`config.mk`:
```
export PLATFORM = sky130hd
export DESIGN_NAME = uart_rx_deframer
export DESIGN_NICKNAME = d
export VERILOG_FILES = /design/src/rtl/uart_pkg.sv /design/src/rtl/uart_rx_sampler.sv /design/src/rtl/uart_rx_deframer.sv
export SDC_FILE = /design/constraint.sdc
export NUM_CORES = 1
export LEC_CHECK = 0
export BUFFER_PORTS_ARGS = -buffer_cell sky130_fd_sc_hd__buf_2
export CAP_MARGIN = 10
export CORE_MARGIN = 4
export CORE_UTILIZATION = 45
export CTS_CLUSTER_SIZE = 12
export DETAILED_ROUTE_END_ITERATION = 8
export PLACE_DENSITY = 0.73
export SLEW_MARGIN = 25
export SYNTH_ARGS = -nofsm -noshare
export SYNTH_HDL_FRONTEND = slang
export SYNTH_SLANG_ARGS = --single-unit
```
`constraint.sdc`:
```
create_clock -name clk -period 1.7 [get_ports clk]
set_input_delay 0.085 -clock clk [delete_from_list [all_inputs] [get_ports clk]]
set_output_delay 0.085 -clock clk [all_outputs]
set_load 0.05 [all_outputs]
```
`src/rtl/uart_pkg.sv`:
```
// Shared UART definitions: receive FSM encoding, parity-type codes and legal oversampling ratios.
package uart_pkg;

  localparam logic PAR_EVEN = 1'b0;
  localparam logic PAR_ODD  = 1'b1;

  localparam int PRESCALE_X8  = 8;
  localparam int PRESCALE_X16 = 16;
  localparam int PRESCALE_X32 = 32;

  typedef enum logic [2:0] {
    RX_IDLE   = 3'd0,
    RX_START  = 3'd1,
    RX_DATA   = 3'd2,
    RX_PARITY = 3'd3,
    RX_STOP   = 3'd4,
    RX_CHECK  = 3'd5
  } rx_state_e;

  function automatic logic prescale_legal(input int p);
    return (p == PRESCALE_X8) || (p == PRESCALE_X16) || (p == PRESCALE_X32);
  endfunction

  function automatic logic majority3(input logic a, input logic b, input logic c);
    return (a & b) | (a & c) | (b & c);
  endfunction

endpackage

```
`src/rtl/uart_rx_sampler.sv`:
```
// Per-bit edge counter with a 3-point majority vote around the bit centre.
module uart_rx_sampler
  import uart_pkg::*;
#(
  parameter int PRESCALE = 8
) (
  input  logic clk_i,
  input  logic rst_ni,
  input  logic active_i,
  input  logic restart_i,
  input  logic rx_i,
  output logic bit_o,
  output logic bit_done_o
);

  localparam int CW = $clog2(PRESCALE);
  localparam logic [CW-1:0] LastEdge = CW'(PRESCALE - 1);
  localparam logic [CW-1:0] Samp0    = CW'(PRESCALE / 2 - 1);
  localparam logic [CW-1:0] Samp1    = CW'(PRESCALE / 2);
  localparam logic [CW-1:0] Samp2    = CW'(PRESCALE / 2 + 1);
  localparam logic [CW-1:0] VoteEdge = CW'(PRESCALE / 2 + 2);

  logic [CW-1:0] edge_cnt_q, edge_cnt_d;
  logic [2:0]    samp_q;
  logic          bit_q;

  // A restart means the falling start edge was already seen one cycle ago.
  always_comb begin
    edge_cnt_d = '0;
    if (restart_i) begin
      edge_cnt_d = CW'(1);
    end else if (active_i && (edge_cnt_q != LastEdge)) begin
      edge_cnt_d = edge_cnt_q + 1'b1;
    end
  end

  always_ff @(posedge clk_i) begin
    if (!rst_ni) begin
      edge_cnt_q <= '0;
      samp_q     <= '0;
      bit_q      <= 1'b0;
    end else begin
      edge_cnt_q <= edge_cnt_d;
      if (active_i) begin
        if (edge_cnt_q == Samp0) samp_q[0] <= rx_i;
        if (edge_cnt_q == Samp1) samp_q[1] <= rx_i;
        if (edge_cnt_q == Samp2) samp_q[2] <= rx_i;
        if (edge_cnt_q == VoteEdge) bit_q <= majority3(samp_q[0], samp_q[1], samp_q[2]);
      end
    end
  end

  assign bit_o      = bit_q;
  assign bit_done_o = active_i && (edge_cnt_q == LastEdge);

endmodule

```
`src/rtl/uart_rx_deframer.sv`:
```
// UART receive deframer: start detect, LSB-first data, optional parity, stop check, strobed result.
module uart_rx_deframer
  import uart_pkg::*;
#(
  parameter int DATA_WIDTH = 8,
  parameter int PRESCALE   = 8
) (
  input  logic                  clk,
  input  logic                  rst,
  input  logic                  RX_IN,
  input  logic                  PAR_EN,
  input  logic                  PAR_TYP,
  output logic [DATA_WIDTH-1:0] P_DATA,
  output logic                  Data_Valid,
  output logic                  par_err,
  output logic                  stp_err
);

  localparam int BCW = $clog2(DATA_WIDTH);
  localparam logic [BCW-1:0] LastBit = BCW'(DATA_WIDTH - 1);

  rx_state_e             state_q;
  logic [BCW-1:0]        bit_cnt_q;
  logic [DATA_WIDTH-1:0] shift_q;
  logic [DATA_WIDTH-1:0] p_data_q;
  logic                  par_en_q, par_typ_q;
  logic                  par_fail_q, stp_fail_q;
  logic                  data_valid_q, par_err_q, stp_err_q;

  logic active, restart, sampled_bit, bit_done, expected_par;

  assign active  = (state_q == RX_START) || (state_q == RX_DATA) ||
                   (state_q == RX_PARITY) || (state_q == RX_STOP);
  assign restart = (state_q == RX_CHECK) && !RX_IN;
  assign expected_par = (par_typ_q == PAR_ODD) ? ~^shift_q : ^shift_q;

  uart_rx_sampler #(
    .PRESCALE (PRESCALE)
  ) u_sampler (
    .clk_i      (clk),
    .rst_ni     (rst),
    .active_i   (active),
    .restart_i  (restart),
    .rx_i       (RX_IN),
    .bit_o      (sampled_bit),
    .bit_done_o (bit_done)
  );

  // Frame configuration is latched at the start edge so mid-frame changes cannot corrupt it.
  always_ff @(posedge clk) begin
    if (!rst) begin
      state_q      <= RX_IDLE;
      bit_cnt_q    <= '0;
      shift_q      <= '0;
      p_data_q     <= '0;
      par_en_q     <= 1'b0;
      par_typ_q    <= 1'b0;
      par_fail_q   <= 1'b0;
      stp_fail_q   <= 1'b0;
      data_valid_q <= 1'b0;
      par_err_q    <= 1'b0;
      stp_err_q    <= 1'b0;
    end else begin
      data_valid_q <= 1'b0;
      par_err_q    <= 1'b0;
      stp_err_q    <= 1'b0;
      case (state_q)
        RX_IDLE: begin
          if (!RX_IN) begin
            state_q    <= RX_START;
            bit_cnt_q  <= '0;
            par_en_q   <= PAR_EN;
            par_typ_q  <= PAR_TYP;
            par_fail_q <= 1'b0;
            stp_fail_q <= 1'b0;
          end
        end
        RX_START: begin
          if (bit_done) begin
            state_q   <= sampled_bit ? RX_IDLE : RX_DATA;
            bit_cnt_q <= '0;
          end
        end
        RX_DATA: begin
          if (bit_done) begin
            shift_q <= {sampled_bit, shift_q[DATA_WIDTH-1:1]};
            if (bit_cnt_q == LastBit) begin
              bit_cnt_q <= '0;
              state_q   <= par_en_q ? RX_PARITY : RX_STOP;
            end else begin
              bit_cnt_q <= bit_cnt_q + 1'b1;
            end
          end
        end
        RX_PARITY: begin
          if (bit_done) begin
            if (sampled_bit != expected_par) par_fail_q <= 1'b1;
            state_q <= RX_STOP;
          end
        end
        RX_STOP: begin
          if (bit_done) begin
            if (!sampled_bit) stp_fail_q <= 1'b1;
            state_q <= RX_CHECK;
          end
        end
        RX_CHECK: begin
          if (!par_fail_q && !stp_fail_q) begin
            p_data_q     <= shift_q;
            data_valid_q <= 1'b1;
          end else begin
            par_err_q <= par_fail_q;
            stp_err_q <= stp_fail_q;
          end
          par_fail_q <= 1'b0;
          stp_fail_q <= 1'b0;
          bit_cnt_q  <= '0;
          if (!RX_IN) begin
            state_q   <= RX_START;
            par_en_q  <= PAR_EN;
            par_typ_q <= PAR_TYP;
          end else begin
            state_q <= RX_IDLE;
          end
        end
        default: state_q <= RX_IDLE;
      endcase
    end
  end

  assign P_DATA     = p_data_q;
  assign Data_Valid = data_valid_q;
  assign par_err    = par_err_q;
  assign stp_err    = stp_err_q;

endmodule

```
==> flow_metrics.tcl <==
set metrics [dict create \
    status "finished clean" \
    critPathCaptureType "flop" \
    viasPerCell 5.09 \
    cts.hold.buffers_added 0 \
    grt_use_total_pct 13.7 \
    arrival_ns 1.83 \
    initial_core_util_pct 46.8 \
    cp-start-kind "flop" \
    place.gp.congestion 0.807 \
    nFillCells 336 \
    rsz0062_at_grt "false" \
    die_x_um 69.7 \
    synth_seq_cells 36 \
    wl_met3_um 145 \
    grt_pass1_vias 1229 \
    yosysMostFrequentCell "dfxtp_1" \
    fin_hold_ws_ns 0.0494 \
    layout.nets 220 \
    highest_layer "met4" \
    numPortBuffers 15 \
    post-route-util_pct 55.2 \
    pin_count 16 \
    final-hold-violation-count 0 \
    clock_path_buffers 2 \
    ys.flop_type "dfxtp_1" \
    wl_met1_um 1590 \
    area_growth_pct 18.1 \
    grt_pass1_wl_um 5430 \
    root_buffer "clkbuf_8" \
    ff_latch_area_sq_um 723 \
    drt_iter0_drc 66 \
    ys_seq_area_share_pct 42.1 \
    synthArstFlopShare_pct 0 \
    cp_common_cell "ha_4" \
    clk_pin_slew_ns 0.07 \
    clkLatencyLatePin_ns 0.29 \
    synth_edf_count 0 \
    htree_levels 2 \
    crit_path_cell_trace "ha_4 > ha_4 > or2_2 > o22ai_1 > or4_1 > a21boi_1" \
    vias 1304 \
    synth_area_leaders "dfxtp_1 (42%), mux2i_1 (8.2%), ha_1 (5.8%)" \
    antenna_left 0 \
    drv_cap 0 \
    cp_max_fo 6 \
    synthCells 183 \
    routed_wl_um 3210 \
    fin_crit_sh_pct 94.8 \
    antenna_found_initial 0 \
    wl_per_cell_um 12.5 \
    yosys_warnings 0 \
    core_region_area_sq_um 3660 \
    min_period_ns 1.61 \
    fin_skew_ns 0.00789 \
    power_per_cell_area_nw_per_um2 856 \
    first_pass_iters 4 \
    grt_max_degree 20 \
    slew_violations 0 \
    cts_tree "yes" \
    overflow 0 \
    route.detailed.drc 0 \
    crit_required_ns 1.92 \
    met2_length_um 1410 \
    num_rows 22 \
    post-synth-top-area-cell "dfxtp_1" \
    whs_path_depth 3 \
    synth_fp_nets 196 \
    multi_input_area_sq_um 962 \
    yosysTopAreaCellShare_pct 42.1 \
    dieArea_sq_um 4850 \
    dpl.hpwl_um 2270 \
    leakagePower_nw 0.846 \
    synth_common_cells "dfxtp_1 (36), nand2_1 (21), nor2b_1 (16)" \
    ys_types 39 \
    relSlewSlack_pct 66.3 \
    die_h_um 69.7 \
    tns_ns 0 \
    cts_buffers 5 \
    worst_slew_pin_slew_ns 0.500 \
    irDropWorstVdd_mv 0.353 \
    cp_slowest_cell "or4_1" \
    clock-sinks 36 \
    slowest_delay_ns 0.51 \
    max_freq_mhz 620 \
    syn_avg_cell_area_sq_um 9.35 \
    drive_above_1_share_pct 19.2 \
    diodes 0 \
    setup_viol 0 \
    syn_area_sq_um 1710 \
    ff2ff_path_depth 6 \
    min_path_type "in2reg" \
    criticalPathCategory "reg2reg" \
]
==> power breakdown <==
| part | total, mW | internal, mW | switching (mW) | leakage [nW] |
|---|---|---|---|---|
| combinational | 0.133 | 0.0604 | 0.0728 | 0.499 |
| clock | 0.729 | 0.435 | 0.294 | 0.0552 |
| sequential | 0.869 | 0.854 | 0.0147 | 0.292 |
==> cell usage in the layout (no fill, tap or decap), types with 2 or more instances in the layout <==
| cell | synthesis | final |
|---|---|---|
| and2_1 | 2 | 2 |
| nor2b_1 | 16 | 16 |
| inv_1 | 7 | 7 |
| nand3_1 | 7 | 7 |
| o21ai_1 | 1 | 2 |
| nor3_1 | 2 | 2 |
| o22ai_1 | 2 | 2 |
| mux2i_1 | 14 | 14 |
| clkbuf_8 | 0 | 5 |
| dfxtp_2 | 0 | 2 |
| o21ai_0 | 7 | 6 |
| ha_4 | 0 | 2 |
| nand4_1 | 6 | 6 |
| buf_2 | 3 | 15 |
| a21boi_0 | 12 | 12 |
| xnor2_1 | 6 | 6 |
| ha_1 | 8 | 6 |
| a21boi_1 | 2 | 2 |
| dfxtp_1 | 36 | 34 |
| buf_4 | 0 | 9 |
| nor2_1 | 8 | 8 |
| nand2_1 | 21 | 21 |
==> registers in the layout, summed over array words and instances, names as in the netlist, 3 cells and up <==
name	cells
P_DATA	8
shift_q	8
bit_cnt_q	3
state_q	3
u_sampler.edge_cnt_q	3
u_sampler.samp_q	3
==> worst max-delay path: cells and delay by family (launching register included) <==
family	cells	cell delay (ns)
AOI/OAI and AO/OA	2	0.24
DFF	1	0.37
and+or+nand+nor	2	0.62
adders and majority gates	2	0.31
==> routing by layer <==
layer,GRT usage (%),vias to the layer above
li1,-,681
met1,17.8,595
met4,5.74,0
met3,5.07,6
met5,0,-
met2,20.6,22
==> cell families after synthesis <==
logic type / share of synthesized area (%)
AND/OR/NAND/NOR: 22.7
AO/OA/AOI/OAI: 12.0
buffers and inverters: 3.73
flip-flops: 42.1
XOR/XNOR: 4.90
multiplexers: 8.19
adder cells (fa/ha/maj): 6.43
==> metrics by stage <==
| stage | power, mW | area (sq um) | std cells | setup WS, ns |
|---|---|---|---|---|
| after floorplan | 0.978 | 1710 | 183 | 0.0635 |
| after global placement | 1.02 | 1880 | 248 | 0.0292 |
| after detailed placement | 1.02 | 1880 | 248 | -0.0232 |
| after CTS | 1.74 | 1990 | 256 | 0.0218 |
| after global routing | 1.80 | 2020 | 256 | 0.0146 |
| final | 1.73 | 2020 | 256 | 0.0880 |
==> timing repair <==
action	CTS	global route
resized for setup	3	6
pin swaps	0	1
setup endpoints to repair	3	11
buffers inserted	0	0
==> path summary, 6_finish.rpt <==
kind / from / end / slack (ns)
min reg2reg: par_fail_q$_SDFFE_PN0P_ / Data_Valid$_SDFF_PN0_ / 0.42
max: u_sampler.edge_cnt_q[0]$_SDFF_PN0_ / state_q[2]$_SDFFE_PN0P_ / 0.09
max reg2reg: u_sampler.edge_cnt_q[0]$_SDFF_PN0_ / state_q[2]$_SDFFE_PN0P_ / 0.09
min: PAR_TYP / par_typ_q$_SDFFE_PN0P_ / 0.05
==> area by class of cell <==
type                    count  share of cell area (%)
inverters                   7                    1.30
repair buffers             24                    7.05
clock buffers               6                    3.59
multi-input cells         133                    47.6
well taps                  48                    2.97
flip-flops and latches     36                    35.8
clock inverters             2                    1.73
Note: power is estimated with default switching activity, not from simulation.
